<file path="config.mk">
export PLATFORM = sky130hd
export DESIGN_NAME = spi_master_ctrl
export DESIGN_NICKNAME = d
export VERILOG_FILES = /design/src/rtl/spi_master_ctrl.sv
export SDC_FILE = /design/constraint.sdc
export NUM_CORES = 1
export LEC_CHECK = 0
export CAP_MARGIN = 0
export CORE_MARGIN = 1
export CORE_UTILIZATION = 50
export CTS_CLUSTER_DIAMETER = 100
export DETAILED_ROUTE_END_ITERATION = 8
export DONT_BUFFER_PORTS = 1
export GPL_TIMING_DRIVEN = 0
export PLACE_DENSITY = 0.77
export SYNTH_ARGS = -nofsm -noshare
export SYNTH_HDL_FRONTEND = slang
export SYNTH_SLANG_ARGS = --single-unit
export TNS_END_PERCENT = 10
</file>
<file path="constraint.sdc">
create_clock -name clk -period 2.4 [get_ports clk]
set_clock_uncertainty 0.1 [all_clocks]
set_input_delay 0.36 -clock clk [delete_from_list [all_inputs] [get_ports clk]]
set_output_delay 0.36 -clock clk [all_outputs]
set_load 0.005 [all_outputs]
</file>
<file path="src/rtl/spi_master_ctrl.sv">
// SPI command master: serialises 10-bit RAM commands on SS_n/MOSI and captures 8-bit read replies from MISO.
// Optional frame counter output enabled by `define SPI_MASTER_CNT_EN.
module spi_master_ctrl #(
  parameter int CMD_W    = 10,
  parameter int DATA_W   = 8,
  parameter int RD_TURN  = 2,
  parameter int IDLE_GAP = 1
) (
  input  logic              clk,
  input  logic              rst,
  input  logic              cmd_valid,
  output logic              cmd_ready,
  input  logic [CMD_W-1:0]  cmd_data,
  output logic              rsp_valid,
  output logic [DATA_W-1:0] rsp_data,
  output logic              busy,
  output logic              SS_n,
  output logic              MOSI,
  input  logic              MISO
`ifdef SPI_MASTER_CNT_EN
  ,
  output logic [15:0]       frame_cnt
`endif
);

  localparam int MAX_A   = (CMD_W > DATA_W) ? CMD_W : DATA_W;
  localparam int MAX_B   = (RD_TURN > IDLE_GAP) ? RD_TURN : IDLE_GAP;
  localparam int CNT_MAX = (MAX_A > MAX_B) ? MAX_A : MAX_B;
  localparam int CNT_W   = $clog2(CNT_MAX + 1);

  typedef enum logic [2:0] {
    S_IDLE, S_START, S_SHIFT, S_TURN, S_RECV, S_GAP
  } state_t;

  state_t              r_state;
  state_t              w_next;
  logic [CNT_W-1:0]    r_cnt;
  logic [CMD_W-1:0]    r_cmd_q;
  logic [DATA_W-2:0]   r_shift;
  logic [DATA_W-1:0]   r_rsp_data;
  logic                r_rsp_vld;
  logic                w_accept;
  logic                w_cnt_zero;
  logic                w_rd_data;

  assign w_accept   = cmd_valid && (r_state == S_IDLE);
  assign w_cnt_zero = (r_cnt == '0);
  assign w_rd_data  = (r_cmd_q[CMD_W-1 -: 2] == 2'b11);

  always_ff @(posedge clk) begin
    if (rst) begin
      r_state <= S_IDLE;
    end else begin
      r_state <= w_next;
    end
  end

  always_comb begin
    w_next = r_state;
    case (r_state)
      S_IDLE:  if (cmd_valid) w_next = S_START;
      S_START: w_next = S_SHIFT;
      S_SHIFT: begin
        if (w_cnt_zero) begin
          if (w_rd_data) begin
            w_next = (RD_TURN == 0) ? S_RECV : S_TURN;
          end else begin
            w_next = S_GAP;
          end
        end
      end
      S_TURN:  if (w_cnt_zero) w_next = S_RECV;
      S_RECV:  if (w_cnt_zero) w_next = S_GAP;
      S_GAP:   if (w_cnt_zero) w_next = S_IDLE;
      default: w_next = S_IDLE;
    endcase
  end

  always_comb begin
    SS_n = 1'b1;
    MOSI = 1'b0;
    case (r_state)
      S_START: begin
        SS_n = 1'b0;
        MOSI = r_cmd_q[CMD_W-1];
      end
      S_SHIFT: begin
        SS_n = 1'b0;
        MOSI = r_cmd_q[r_cnt];
      end
      S_TURN, S_RECV: SS_n = 1'b0;
      default: ;
    endcase
  end

  // One shared down-counter, reloaded with the phase length on every state change; holds at zero.
  always_ff @(posedge clk) begin
    if (rst) begin
      r_cnt <= '0;
    end else if (w_next != r_state) begin
      case (w_next)
        S_SHIFT: r_cnt <= CNT_W'(CMD_W - 1);
        S_TURN:  r_cnt <= CNT_W'(RD_TURN - 1);
        S_RECV:  r_cnt <= CNT_W'(DATA_W - 1);
        S_GAP:   r_cnt <= CNT_W'(IDLE_GAP - 1);
        default: r_cnt <= '0;
      endcase
    end else if (!w_cnt_zero) begin
      r_cnt <= r_cnt - 1'b1;
    end
  end

  always_ff @(posedge clk) begin
    if (rst) begin
      r_cmd_q    <= '0;
      r_shift    <= '0;
      r_rsp_data <= '0;
      r_rsp_vld  <= 1'b0;
    end else begin
      r_rsp_vld <= 1'b0;
      if (w_accept) begin
        r_cmd_q <= cmd_data;
      end
      if (r_state == S_RECV) begin
        r_shift <= {r_shift[DATA_W-3:0], MISO};
        if (w_cnt_zero) begin
          r_rsp_data <= {r_shift, MISO};
          r_rsp_vld  <= 1'b1;
        end
      end
    end
  end

  assign cmd_ready = (r_state == S_IDLE);
  assign busy      = (r_state != S_IDLE);
  assign rsp_valid = r_rsp_vld;
  assign rsp_data  = r_rsp_data;

`ifdef SPI_MASTER_CNT_EN
  logic [15:0] r_frame_cnt;

  always_ff @(posedge clk) begin
    if (rst) begin
      r_frame_cnt <= '0;
    end else if ((w_next == S_GAP) && (r_state != S_GAP)) begin
      r_frame_cnt <= r_frame_cnt + 16'd1;
    end
  end

  assign frame_cnt = r_frame_cnt;
`endif

endmodule

</file>
Word-level counts from Yosys, hierarchy flattened
Cells that the tools add are included.
{ "totals": {"output_inout_bits": 13, "regBits": 33} }
{ "classes": {"n_mux": 15, "eq_ne": 11, "magnitude_cmp": 1, "bitwise": 1, "n_reduce_logical": 7, "add_sub_neg": 1} }
{ "ops": {"columns": ["op", "n"], "rows": [
  ["3-bit 2-to-1 mux", 6],
  ["3-bit one-hot mux with 6 select lines", 1],
  ["3-bit by 2-bit equality test with 1-bit output (second input constant)", 4],
  ["4-bit one-hot mux with 3 select lines", 1],
  ["3-bit equality test (second input constant)", 3],
  ["4-bit 2-to-1 mux", 2],
  ["4-bit by 5-bit < comparator with 1-bit output (second input constant)", 1],
  ["1-bit binary-select mux with 4-bit select", 1],
  ["4-bit logical NOT", 1],
  ["4-bit OR reduction", 1],
  ["4-bit by 1-bit subtractor with 4-bit output (second input constant)", 1],
  ["3-bit by 1-bit equality test with 1-bit output (second input constant)", 1],
  ["3-bit logical NOT", 1],
  ["1-bit 2-to-1 mux", 3],
  ["3-bit inequality test", 1],
  ["3-bit nonzero test", 1],
  ["2-bit equality test (second input constant)", 1],
  ["2-bit by 1-bit inequality test with 1-bit output (second input constant)", 1],
  ["1-bit one-hot mux with 2 select lines", 1],
  ["2-bit AND reduction", 1],
  ["2-bit OR reduction", 1],
  ["1-bit logical AND", 1],
  ["1-bit inverter", 1]
]} }

Longest topological paths before layout
{ "logic_depth": {"depth_word": 7, "ltp_mapped": 7} }

Worst setup path after synthesis
OpenSTA, ideal clock, no wires.
{ "synth_timing": {"path_kind": "reg2reg", "startpoint": "register r_cnt[0]", "endpoint": "register r_cnt[0]", "synth_period_minus_slack_ns": 1.711, "t_required_ns": 2.226, "path_slack_ns": 0.689, "setup_time_ns": 0.074, "path_stages_with_launch": 7, "arrival_time_ns": 1.536, "n_path_buf": 1, "cell_sequence": "dfxtp_1 > inv_1 > ha_1 > nor3b_2 > buf_4 > or4_1 > a31oi_1"} }
{ "synth_between": {"elab_chain_len": 6, "elab_cells_between_ends": 15, "classes_between": "add/sub (1); eq/ne (5); mux (8); reduce/logical (1)"} }
{ "synth_lines": {"columns": ["element", "line", "source"], "rows": [
  ["from (decl)", "37", "logic [CNT_W-1:0] r_cnt;"],
  ["from (signal assigned)", "102", "S_SHIFT: r_cnt <= CNT_W'(CMD_W - 1);"],
  ["from (signal assigned)", "103", "S_TURN: r_cnt <= CNT_W'(RD_TURN - 1);"],
  ["from (signal assigned)", "104", "S_RECV: r_cnt <= CNT_W'(DATA_W - 1);"],
  ["4-bit logical NOT", "47", "assign w_cnt_zero = (r_cnt == '0);"],
  ["3-bit 2-to-1 mux (on tied branches)", null, null],
  ["3-bit one-hot mux with 6 select lines", "60", "case (r_state)"],
  ["3-bit equality test or 3-bit by 2-bit equality test with 1-bit output (tied branches)", "101", "case (w_next)"],
  ["4-bit one-hot mux with 3 select lines", "101", null],
  ["4-bit 2-to-1 mux", "100", "end else if (w_next != r_state) begin"]
]} }
Parallel ways exist; a longest one is shown, timed or not. The select of a mux whose other input is x is not followed.
A chain may end at the register's enable or synchronous reset.

Worst setup path after layout
{ "layout_timing": {"startpoint": "register r_cnt[2]", "endpoint": "output port MOSI"} }
{ "layout_between": {"elab_chain_len": 3} }
{ "layout_lines": {"columns": ["element", "line", "source"], "rows": [
  ["1-bit binary-select mux with 4-bit select", "89", "MOSI = r_cmd_q[r_cnt];"],
  ["1-bit 2-to-1 mux (implied by the code)", "89", null],
  ["1-bit one-hot mux with 2 select lines", "82", "case (r_state)"],
  ["to (decl)", "18", "output logic MOSI,"]
]} }
Every way passes these cells. The select of a mux whose other input is x is not followed.

==> impl_metrics.json <==
{
  "status": "finished, violations left",
  "violations": "design-rule violations",
  "start_util_pct": 54.58,
  "internal_power_w": 0.001035,
  "final_common_cell": "nand2_1",
  "routedWlPerCell_um": 15.58,
  "ys_warn_count": 0,
  "drc": 3,
  "dieArea_um2": 3314,
  "placed_area_um2": 1583,
  "p_per_area_nw_per_um2": 1059,
  "clk_pin_slew_worst_paths_ns": 0.10,
  "setup_viol_count_final": 0,
  "startpoint_type": "flop",
  "max_freq_ghz": 0.4634,
  "maxCapViolCount": 0,
  "critPathMaxFanout": 7,
  "hpwl_um": 2490,
  "cts_setup_buffers": 0,
  "ios": 27,
  "hold_path_class": "in -> reg",
  "syn_area_um2": 1544,
  "syn_to_final_growth_pct": 5.835,
  "netSwitchingFraction_pct": 40.20,
  "ys_ff_latch": 33,
  "htreeDepth": 2,
  "grt_setup_unrepaired": "no",
  "combinationalPowerShare_pct": 43.2,
  "fillers": 263,
  "clk_latency_ns": 0.33,
  "gp_congestion": 0.9246,
  "synth_fp_nets": 199,
  "worstMarginPinSlew_ns": 0.6560,
  "crit_required_ns": 1.94,
  "clock_path_buffers": 2,
  "max-slew-margin-rel_pct": 56.27,
  "cts_root_buf": "clkbuf_4",
  "wl_um": 3474,
  "ys_seq_area_share_pct": 42.79,
  "grt_pass1_wl_um": 5664,
  "p_seq_share_pct": 39.6,
  "synth-main-ff-cell": "dfxtp_1",
  "dr.pass1.iters": 6,
  "avgViaCountPerCell": 5.937,
  "maxSlewViolCount": 0,
  "synth_cell_type_count": 39,
  "min_period_over_period_pct": 89.91,
  "p_switching_w": 0.0006960,
  "max-vdd-ir-drop_mv": 0.5454,
  "path_class": "reg -> out",
  "hold_viol": 0,
  "antenna_found_initial": 0,
  "worst_ep_arrival_time_ns": 1.70,
  "postCtsHoldBufs": 0,
  "final_cell_mix": "nand2_1, dfxtp_1, a21oi_1",
  "holdWs_ns": 0.06413,
  "overflow": 0,
  "setup_tns_ns": 0,
  "numCtsBuffers": 5,
  "grt_pass1_vias": 1213,
  "cp-end-kind": "output port",
  "synth_edf_count": 0,
  "drive_gt1_share_pct": 16.15,
  "cts_resized": 0,
  "die_x_um": 57.57,
  "timing.final.crit_period_ns": 2.158,
  "nNetsFinal": 206,
  "die_h_um": 57.57,
  "netlist_instances": 184,
  "drt-initial-drc-count": 80,
  "ant_nets": 0,
  "p_leak_nw": 0.5525,
  "avgSynthCellArea_um2": 8.391,
  "wl_met3_um": 221,
  "rows": 19,
  "clkPwrFrac_pct": 17.2,
  "portBuffers": 0,
  "top_layer_used": "met4",
  "via_count": 1324,
  "fin_area_um2": 1634,
  "antenna_cells": 0,
  "grt_max_degree": 11,
  "design.core.area_um2": 2829,
  "dr_wl_met2_um": 1609,
  "total_power_w": 0.001731,
  "synth_async_sr_flop_share_pct": 0,
  "cts.sinks": 33,
  "wl_met1_um": 1635,
  "tritoncts": "done",
  "grt_usage_pct": 23.08
}
## power by group through the flow
stage	registers [W]	logic (W)	clock network [W]
2_1_floorplan	0.000675	0.000604	0
3_3_place_gp	0.000693	0.000728	0
3_5_place_dp	0.000698	0.000738	0
4_1_cts	0.000686	0.000742	0.000302
5_1_grt	0.000696	0.000824	0.000329
6_report	0.000686	0.000747	0.000297
## final cells by class
cell class / instances / area [um^2] / area share (%)
well taps: 31 / 38.79 / 2.374
inverters: 5 / 20.02 / 1.225
flip-flops and latches: 33 / 660.6 / 40.43
clock buffers: 6 / 41.29 / 2.527
plain buffers: 14 / 82.58 / 5.054
clock inverters: 2 / 10.01 / 0.6126
multi-input cells: 132 / 780.7 / 47.78
## worst paths after layout
path	from	end	slack (ns)	cells past startpoint
max	r_cnt[2]	MOSI	0.24	5
min	cmd_data[0]	r_cmd_q[0]	0.06	2
max reg2reg	r_cnt[0]	r_cnt[0]	0.45	6
min reg2reg	r_cmd_q[3]	r_cmd_q[3]	0.37	2
## cells by family (layout without fill, tap and decap cells)
family / after synthesis / in the layout / share of synthesized area [%]
buffers and inverters: 19 / 27 / 6.644
adders and majority gates: 1 / 1 / 0.8102
and+or+nand+nor: 81 / 81 / 24.80
muxes: 9 / 9 / 7.455
xor gates and xnor gates: 1 / 1 / 0.5674
DFF: 33 / 33 / 42.79
AOI/OAI and AO/OA: 40 / 40 / 16.94
## flip-flops by register name (all words and copies together) (netlist names)
register	cells
r_cmd_q	10
rsp_data	8
r_shift	7
r_cnt	4
r_state	3
rsp_valid	1
## critical path: stages (launching register included)
cell and delay [ns]:
dfxtp_1 0.32, buf_2 0.20, mux4_2 0.51, nand2_1 0.08, a21oi_1 0.06, o21a_1 0.19
## metal layers
layer	track usage [%]	vias to the layer above
met3	7.937	2
met4	5.226	0
met2	36.54	39
li1	-	650
met1	30.40	633
met5	0	-
## cells in the mapped netlist, types with 2 or more instances
cell type	instances	area, um^2
nor2b_1	3	18.77
a21oi_1	16	80.08
buf_2	3	15.01
nor2_1	12	45.04
a31oi_1	4	25.02
or4_1	2	15.01
a21oi_2	9	78.83
buf_4	3	22.52
mux4_2	2	45.04
o21ai_0	2	10.01
buf_6	2	22.52
mux2i_1	7	70.07
a211oi_1	3	22.52
nand2_1	39	146.4
clkbuf_1	5	18.77
nand3_1	11	55.05
nor3_1	2	10.01
inv_1	4	15.01
dfxtp_1	33	660.6
nand4_1	3	18.77
## stage by stage
stage	std cells	util, %	worst slack, ns
floorplan	184	-	0.6894
detailed placement	215	55.95	0.4847
finish	223	57.76	0.2422
global route	223	57.76	0.1399
CTS	223	57.76	0.2358
global placement	215	55.95	0.4909
Power figures use the tool's default switching activity.
